`config.mk`:
```
export PLATFORM = sky130hd
export DESIGN_NAME = redundancy_sel_gen
export DESIGN_NICKNAME = d
export VERILOG_FILES = /design/src/rtl/redundancy_sel_gen.sv
export SDC_FILE = /design/constraint.sdc
export NUM_CORES = 1
export LEC_CHECK = 0
export ABC_AREA = 1
export BUFFER_PORTS_ARGS = -buffer_cell sky130_fd_sc_hd__buf_2
export CAP_MARGIN = 30
export CORE_MARGIN = 3
export CORE_UTILIZATION = 56
export DETAILED_ROUTE_END_ITERATION = 8
export PLACE_DENSITY = 0.77
export REMOVE_ABC_BUFFERS = 1
export SLEW_MARGIN = 20
export SYNTH_ARGS = -nofsm -noshare
export SYNTH_HDL_FRONTEND = slang
export SYNTH_SLANG_ARGS = --single-unit
```
`constraint.sdc`:
```
create_clock -name clk -period 3.6 [get_ports clk]
set_input_delay 0.18 -clock clk [delete_from_list [all_inputs] [get_ports clk]]
set_output_delay 0.18 -clock clk [all_outputs]
set_load 0.05 [all_outputs]
```
`src/rtl/redundancy_sel_gen.sv`:
```
// redundancy_sel_gen: scans a lane fault map and commits ascending healthy-lane selects to a mux bank.
// Optional REDUN_FAULT_STICKY_EN: accepted fault maps accumulate until reset.
module redundancy_sel_gen #(
    parameter int PHYS_LANES = 8,
    parameter int LOG_LANES  = 6,
    parameter int SEL_WIDTH  = 3
) (
    input  logic                           clk,
    input  logic                           reset,
    input  logic                           cfg_valid,
    output logic                           cfg_ready,
    input  logic [PHYS_LANES-1:0]          fault_map,
    output logic [LOG_LANES*SEL_WIDTH-1:0] sel_flat,
    output logic                           map_ok,
    output logic                           done,
    output logic [SEL_WIDTH:0]             healthy_cnt
);
    localparam logic [SEL_WIDTH:0] LOG_N     = (SEL_WIDTH+1)'(LOG_LANES);
    localparam logic [SEL_WIDTH:0] PHYS_N    = (SEL_WIDTH+1)'(PHYS_LANES);
    localparam logic [SEL_WIDTH:0] PHYS_LAST = (SEL_WIDTH+1)'(PHYS_LANES-1);

    function automatic logic [LOG_LANES*SEL_WIDTH-1:0] ident_map();
        ident_map = '0;
        for (int i = 0; i < LOG_LANES; i++) ident_map[i*SEL_WIDTH +: SEL_WIDTH] = SEL_WIDTH'(i);
    endfunction

    localparam logic [LOG_LANES*SEL_WIDTH-1:0] IDENT = ident_map();

    typedef enum logic [1:0] {IDLE, SCAN, COMMIT} state_t;

    state_t                         state;
    logic [PHYS_LANES-1:0]          fmap;
    logic [LOG_LANES*SEL_WIDTH-1:0] shadow;
    logic [SEL_WIDTH:0]             ptr, cnt, hc;

    assign cfg_ready = (state == IDLE);

    always_ff @(posedge clk or posedge reset) begin
        if (reset) begin
            state       <= IDLE;
            fmap        <= '0;
            shadow      <= '0;
            ptr         <= '0;
            cnt         <= '0;
            hc          <= '0;
            sel_flat    <= IDENT;
            map_ok      <= 1'b1;
            done        <= 1'b0;
            healthy_cnt <= PHYS_N;
        end else begin
            done <= 1'b0;
            case (state)
                IDLE: if (cfg_valid) begin
`ifdef REDUN_FAULT_STICKY_EN
                    fmap  <= fmap | fault_map;
`else
                    fmap  <= fault_map;
`endif
                    ptr   <= '0;
                    cnt   <= '0;
                    hc    <= '0;
                    state <= SCAN;
                end
                SCAN: begin
                    // surplus healthy lanes are counted but never assigned
                    if (!fmap[ptr[SEL_WIDTH-1:0]]) begin
                        hc <= hc + 1'b1;
                        if (cnt < LOG_N) begin
                            shadow[cnt*SEL_WIDTH +: SEL_WIDTH] <= ptr[SEL_WIDTH-1:0];
                            cnt <= cnt + 1'b1;
                        end
                    end
                    ptr <= ptr + 1'b1;
                    if (ptr == PHYS_LAST) state <= COMMIT;
                end
                COMMIT: begin
                    if (cnt == LOG_N) sel_flat <= shadow;
                    map_ok      <= (cnt == LOG_N);
                    healthy_cnt <= hc;
                    done        <= 1'b1;
                    state       <= IDLE;
                end
                default: state <= IDLE;
            endcase
        end
    end
endmodule

```
==> results.sh, run 1 <==
export IMPL_status="finished, final reports clean"
export IMPL_critPathRequiredTime_ns=3.88
export IMPL_path_buf_inv=1
export IMPL_grt_ovfl_total=0
export IMPL_cpPeakStageDelay_ns=0.74
export IMPL_top_layer="met4"
export IMPL_dpl_cell_area_sq_um=3299
export IMPL_antenna_found_initial=0
export IMPL_die_h_microns=80.59
export IMPL_min_period_ns=2.025
export IMPL_yosysWarnings=0
export IMPL_crit_path_end_kind="flip-flop"
export IMPL_start_util_pct=59.48
export IMPL_crit_chain="inv_1 > nand2_2 > a211oi_4 > nand2_1 > nand2_1 > nand2_1 > nand2_1"
export IMPL_synth_avg_cell_area_sq_um=9.136
export IMPL_cts_resized=0
export IMPL_yosysUniqueCellTypes=28
export IMPL_finClkSkew_ns=0.007092
export IMPL_die_area_sq_um=6495
export IMPL_ant_nets=0
export IMPL_path_max_fanout=25
export IMPL_cp_top_family="compound AO/OA/AOI/OAI gates"
export IMPL_wl_per_cell_microns=12.54
export IMPL_comb_power_share_pct=38.4
export IMPL_cts_root_buf="clkbuf_8"
export IMPL_p_clk_share_pct=22.7
export IMPL_die_width_microns=80.59
export IMPL_dr_first_iter_drc_count=160
export IMPL_io_pins=36
export IMPL_cts_num_sinks=64
export IMPL_clkLatencyLatePin_ns=0.34
export IMPL_diodes=0
export IMPL_total_power_w=0.002714
export IMPL_grt_pass1_vias=2295
export IMPL_crit_type="reg2reg"
export IMPL_crit_arrival_ns=2.30
export IMPL_yosysSeqAreaShare_pct=51.77
export IMPL_holdBufCountCts=1
export IMPL_tightest_slew_ns=0.8938
export IMPL_setup_violations=0
export IMPL_grt_first_pass_wirelength_mm=9.936
export IMPL_htreeDepth=3
export IMPL_syn2layout_area_growth_pct=12.61
export IMPL_final_core_util_pct=66.99
export IMPL_portBuffers=35
export IMPL_ys_ff_latch=64
export IMPL_intPower_w=0.001541
export IMPL_cts_tree="done"
export IMPL_postSynthCellCount=341
export IMPL_slowest_stage="a211oi_4"
export IMPL_drive_above_1_share_pct=25.53
export IMPL_dr_wl_met3_microns=238
export IMPL_track_usage_pct=20.25
export IMPL_worst_setup_path_start_kind="flip-flop"
export IMPL_drc=0
export IMPL_rsz0062_at_grt="no"
export IMPL_cpMostUsedCell="nand2_1"
export IMPL_path_clk_slew_ns=0.07
export IMPL_place_congestion=0.8605
export IMPL_power_per_cell_area_nw_per_um2=773.6
export IMPL_post_cts_buffers=0
export IMPL_nNetsFinal=392
export IMPL_wl_met2_mm=2.721
export IMPL_worstHoldStart="fault_map[5]"
export IMPL_rows=26
export IMPL_r2r_start="state[1]$_DFFE_PP0P_"
export IMPL_min_period_over_period_pct=56.26
export IMPL_peakVddDrop_mv=0.4411
export IMPL_dr_pass1_iters=4
export IMPL_startpoint="state[1]$_DFFE_PP0P_"
export IMPL_fin_area_sq_um=3508
export IMPL_hpwlAfterDp_mm=3.882
export IMPL_vias=2369
export IMPL_leakage_nw=1.897
export IMPL_core_area_sq_um=5238
export IMPL_hp_class="in2reg"
export IMPL_syn_area_sq_um=3115
export IMPL_swShare_pct=43.22
export IMPL_clock_path_buffers=2
export IMPL_slew_headroom_pct=40.22
export IMPL_switchingPower_w=0.001173
export IMPL_fin_setup_tns_ns=0
export IMPL_numCtsBuffers=9
export IMPL_grt_max_degree=37
export IMPL_sequentialPowerShare_pct=38.9
export IMPL_drv_slew=0
export IMPL_maxCapViolCount=0
export IMPL_hold_viol=0
export IMPL_met1Wirelength_mm=2.579
export IMPL_via_per_inst=5.264
export IMPL_totalWireLength_mm=5.644
export IMPL_clock_fmax_mhz=493.7
path summary, 6_finish.rpt:
| kind | slack, ns | endpoint | cells after the start |
|---|---|---|---|
| max | 1.57 | cnt[1]$_DFFE_PP0P_ | 7 |
| min | 0.04 | fmap[5]$_DFFE_PP0P_ | 3 |
| max in group asynchronous | 2.26 | sel_flat[14]$_DFFE_PP1P_ | 4 |
| max reg2reg | 1.57 | cnt[1]$_DFFE_PP0P_ | 7 |
| min in group asynchronous | 0.45 | sel_flat[0]$_DFFE_PP0P_ | 3 |
| min reg2reg | 0.46 | map_ok$_DFFE_PP1P_ | 2 |
logic make-up (layout without fill, tap and decap cells):
logic type	count (synthesis)	in the layout	synth area share (%)
simple gates	190	190	27.75
flops	64	64	51.77
buf+inv	45	84	6.586
mux	18	18	7.590
compound gates	14	14	2.771
fa+ha+maj	6	6	2.410
xor+xnor	4	4	1.125
cell type report:
| class | count | area [sq um] |
|---|---|---|
| fill | 439 | 1729 |
| sequential | 64 | 1613 |
| multi-input combinational | 232 | 1297 |
| timing repair buffer | 37 | 192.7 |
| clock buffer | 13 | 158.9 |
| inverter | 31 | 118.9 |
| tap | 70 | 87.58 |
| clock inverter | 3 | 40.04 |
sequential cells by signal (all words and copies together), names as in the netlist:
name         flops
sel_flat        18
shadow          18
fmap             8
cnt              4
hc               4
healthy_cnt      4
ptr              4
state            2
done             1
map_ok           1
through the flow:
step,hold WS [ns],std cells,worst slack (ns)
global placement,0.2782,433,1.650
floorplan,0.3010,327,1.398
CTS,0.03534,450,1.605
detailed placement,0.2903,433,1.616
global route,0.05291,450,1.340
finish,0.04135,450,1.575
layer usage:
metal / track usage, % / up-vias
li1: - / 1183
met1: 23.46 / 1132
met2: 33.94 / 43
met3: 6.726 / 11
met4: 9.122 / 0
met5: 0 / -
worst min-delay path: cells and delay by family:
kind                   cells  cell delay [ns]
buffers and inverters      1             0.07
AOI/OAI and AO/OA          1             0.06
and+or+nand+nor            1             0.04
placed cells by master (no fill, tap or decap), types with 9 or more instances in the layout:
cell type	n
mux2_2	9
dfstp_2	9
nand4_1	22
dfrtp_1	55
o21ai_0	12
inv_1	26
buf_2	35
nand3_1	27
mux2_4	9
nand2_1	101
clkbuf_8	11
nor2_1	26
synth_stat cells:
| cell | count | area (sq um) |
|---|---|---|
| nand4_1 | 22 | 137.6 |
| nor3_2 | 1 | 10.01 |
| nor2_1 | 26 | 97.59 |
| nor2_4 | 1 | 11.26 |
| nand2_2 | 4 | 25.02 |
| mux2_2 | 9 | 101.4 |
| a211oi_4 | 1 | 20.02 |
| o22ai_1 | 1 | 6.260 |
| nor2_2 | 5 | 31.28 |
| nand3_1 | 27 | 135.1 |
| inv_2 | 3 | 11.26 |
| inv_4 | 1 | 6.260 |
| inv_1 | 27 | 101.4 |
| mux2_4 | 9 | 135.1 |
| buf_6 | 2 | 22.52 |
| dfrtp_1 | 55 | 1376 |
| nand2_1 | 101 | 379.1 |
| xor2_1 | 2 | 17.52 |
| o21ai_0 | 12 | 60.06 |
| buf_2 | 6 | 30.03 |
| nand3_2 | 1 | 10.01 |
| ha_1 | 6 | 75.07 |
| xnor2_1 | 2 | 17.52 |
| nand4_4 | 1 | 21.27 |
| buf_4 | 3 | 22.52 |
| clkbuf_1 | 3 | 11.26 |
| dfstp_2 | 9 | 236.5 |
| or2_2 | 1 | 6.260 |
power by group through the flow:
stage,clock [W],combinational (W),sequential [W]
floorplan,0,0.000789,0.00107
finish,0.000616,0.00104,0.00106
global route,0.000663,0.00120,0.00108
CTS,0.000625,0.00104,0.00105
global placement,0,0.000996,0.00106
detailed placement,0,0.00103,0.00107
No activity file was read; power rests on OpenSTA's default activity.
==> inputs of run 2 (changes only) <==
--- a/config.mk
+++ b/config.mk
@@ -9,9 +9,9 @@
 export BUFFER_PORTS_ARGS = -buffer_cell sky130_fd_sc_hd__buf_2
 export CAP_MARGIN = 30
 export CORE_MARGIN = 3
-export CORE_UTILIZATION = 56
+export CORE_UTILIZATION = 52
 export DETAILED_ROUTE_END_ITERATION = 8
-export PLACE_DENSITY = 0.77
+export PLACE_DENSITY = 0.75
 export REMOVE_ABC_BUFFERS = 1
 export SLEW_MARGIN = 20
 export SYNTH_ARGS = -nofsm -noshare
==> constraint.sdc (replaced) <==
create_clock -name clk -period 1.8 [get_ports clk]
set_input_delay 0.09 -clock clk [delete_from_list [all_inputs] [get_ports clk]]
set_output_delay 0.09 -clock clk [all_outputs]
set_load 0.05 [all_outputs]
==> run 2 against run 1 <==
Net effect: worst hold slack better by 0.16 ns; register-to-register slack worse by 1.4 ns; wire length is 4.4% higher; global-route usage is 2.1 points lower; combinational power is 150% higher; non-clock buffer count is 21 higher; sequential share of layout area is 3.2 points lower; power is 120% higher; first-iteration DRC count is 3.8% higher; largest cell class unchanged.
==> results.sh, run 2 (same netlist as run 1, synthesis figures left out) <==
export IMPL_dp_slack_ns=0.1168
export IMPL_final_core_util_pct=66.89
export IMPL_hold_end="state[0]$_DFFE_PP0P_"
export IMPL_cts_tree="done"
export IMPL_die_h_microns=83.41
export IMPL_cpPeakStageDelay_ns=0.41
export IMPL_drv_slew=0
export IMPL_clock_path_buffers=2
export IMPL_grt_pass1_vias=2427
export IMPL_crit_type="reg2reg"
export IMPL_worst_setup_path_start_kind="flip-flop"
export IMPL_ant_nets=0
export IMPL_place_congestion=0.8840
export IMPL_leakage_nw=2.016
export IMPL_die_area_sq_um=6956
export IMPL_portBuffers=35
export IMPL_clock_fmax_mhz=597.4
export IMPL_hold_viol=0
export IMPL_comb_power_share_pct=43.7
export IMPL_cts_root_buf="clkbuf_8"
export IMPL_io_pins=36
export IMPL_rows=27
export IMPL_status="finished, final reports clean"
export IMPL_post_cts_buffers=0
export IMPL_drc=0
export IMPL_dr_pass1_iters=7
export IMPL_cp_top_family="simple AND/OR/NAND/NOR gates"
export IMPL_crit_path_end_kind="flip-flop"
export IMPL_numCtsBuffers=9
export IMPL_path_clk_slew_ns=0.07
export IMPL_diodes=0
export IMPL_crit_chain="inv_4 > ha_1 > inv_1 > nand2_1 > nand2_2 > nor2_1 > nand2_1 > nor2_4 > nand3_2 > nand2_1 > nand2_1"
export IMPL_crit_cells=11
export IMPL_final_cell_mix="nand2_1, dfrtp_1, buf_2"
export IMPL_r2r_setup_slack_ns=0.13
export IMPL_fin_area_sq_um=3774
export IMPL_reg_largest_list="sel_flat: 18 flops, shadow: 18 flops, fmap: 8 flops"
export IMPL_power_per_cell_area_nw_per_um2=1562
export IMPL_tightest_slew_ns=0.4076
export IMPL_hpwlAfterDp_mm=4.132
export IMPL_wl_per_cell_microns=12.45
export IMPL_nNetsFinal=413
export IMPL_maxCapViolCount=0
export IMPL_grt_first_pass_wirelength_mm=10.34
export IMPL_switchingPower_w=0.002436
export IMPL_peakVddDrop_mv=0.8566
export IMPL_min_delay_path_depth=3
export IMPL_setup_violations=0
export IMPL_die_width_microns=83.41
export IMPL_intPower_w=0.003459
export IMPL_hold_ws_ns=0.2041
export IMPL_crit_arrival_ns=1.90
export IMPL_grt_ovfl_total=0
export IMPL_min_period_over_period_pct=92.99
export IMPL_fin_setup_tns_ns=0
export IMPL_syn2layout_area_growth_pct=21.12
export IMPL_start_util_pct=55.22
export IMPL_slowest_stage="dfrtp_1"
export IMPL_grt_max_degree=30
export IMPL_dr_first_iter_drc_count=166
export IMPL_cts_num_sinks=64
export IMPL_slew_headroom_pct=72.79
export IMPL_r2r_end="shadow[12]$_DFFE_PP0P_"
export IMPL_sequentialPowerShare_pct=33.8
export IMPL_cpMostUsedCell="nand2_1"
export IMPL_path_max_fanout=8
export IMPL_layout_commonest_cell="nand2_1"
export IMPL_totalWireLength_mm=5.891
export IMPL_drive_above_1_share_pct=27.68
export IMPL_layout_setup_ws_ns=0.1261
export IMPL_antenna_found_initial=0
export IMPL_htreeDepth=3
export IMPL_ff2ff_path_depth=11
export IMPL_finClkSkew_ns=0.01027
export IMPL_via_per_inst=5.140
export IMPL_path_buf_inv=2
export IMPL_p_clk_share_pct=22.5
export IMPL_r2r_start="cnt[0]$_DFFE_PP0P_"
export IMPL_clkLatencyLatePin_ns=0.33
export IMPL_track_usage_pct=18.12
export IMPL_hp_class="in2reg"
export IMPL_min_period_ns=1.674
export IMPL_swShare_pct=41.33
export IMPL_critPathRequiredTime_ns=2.02
export IMPL_worstHoldStart="cfg_valid"
export IMPL_core_area_sq_um=5642
export IMPL_vias=2431
export IMPL_dpl_cell_area_sq_um=3437
[run 2: changes by cell type in the layout (fill, tap and decap cells not counted)]
| cell | previous run | this run |
|---|---|---|
| clkinv_2 | 2 | 1 |
| nand3_1 | 27 | 25 |
| clkbuf_8 | 11 | 10 |
| inv_2 | 4 | 3 |
| nand3_2 | 1 | 3 |
| buf_4 | 1 | 11 |
| nor2_4 | 1 | 5 |
| dlygate4sd3_1 | 1 | 9 |
| buf_12 | 0 | 3 |
| clkbuf_1 | 2 | 3 |
| nor2_2 | 5 | 1 |
| inv_4 | 1 | 2 |
| bufinv_16 | 1 | 2 |
[run 2: per-layer routing]
| layer | GRT usage (%) | vias to the layer above | wire length, microns |
|---|---|---|---|
| li1 | - | 1213 | - |
| met1 | 21.61 | 1165 | 2589 |
| met2 | 31.41 | 45 | 3028 |
| met3 | 4.167 | 8 | 212 |
| met4 | 7.429 | 0 | 61 |
| met5 | 0 | - | 0 |
[run 2: worst max path at each step]
stage / from / end
after CTS: cnt[0]$_DFFE_PP0P_ / shadow[9]$_DFFE_PP0P_
after global placement: cnt[0]$_DFFE_PP0P_ / shadow[8]$_DFFE_PP0P_
after detailed placement: cnt[0]$_DFFE_PP0P_ / shadow[14]$_DFFE_PP0P_
final: cnt[0]$_DFFE_PP0P_ / shadow[12]$_DFFE_PP0P_
after floorplan: state[0]$_DFFE_PP0P_ / ptr[0]$_DFFE_PP0P_
after global routing: cnt[0]$_DFFE_PP0P_ / shadow[3]$_DFFE_PP0P_
[run 2: metrics by stage]
| step | total power, W | instances |
|---|---|---|
| floorplan | 0.003708 | 327 |
| global placement | 0.004412 | 448 |
| detailed placement | 0.004495 | 448 |
| CTS | 0.005856 | 473 |
| global route | 0.006375 | 473 |
| finish | 0.005895 | 473 |
[run 2: final cells by class]
type	instances	area [sq um]
Tap cell	72	90.09
Sequential cell	64	1613
Clock inverter	3	65.06
Inverter	31	121.4
Timing Repair Buffer	58	407.9
Fill cell	461	1868
Multi-Input combinational cell	232	1328
Clock buffer	13	148.9
[run 2: power by group through the flow]
stage	logic [W]	clock network [W]	registers, W
CTS	0.00250	0.00136	0.00200
global route	0.00291	0.00143	0.00204
global placement	0.00241	0	0.00201
floorplan	0.00158	0	0.00213
finish	0.00257	0.00133	0.00199
detailed placement	0.00247	0	0.00202
[run 2: repair_timing]
| action | in CTS | in global routing |
|---|---|---|
| setup endpoints to repair | 0 | 12 |
| hold endpoints to repair | 22 | 0 |
| gates resized for setup | 0 | 7 |
| hold buffers | 9 | 0 |
[run 2: worst min-delay path: cells and delay by family]
kind,cells,cell delay (ns)
AND/OR/NAND/NOR,2,0.34
buffers and inverters,1,0.08
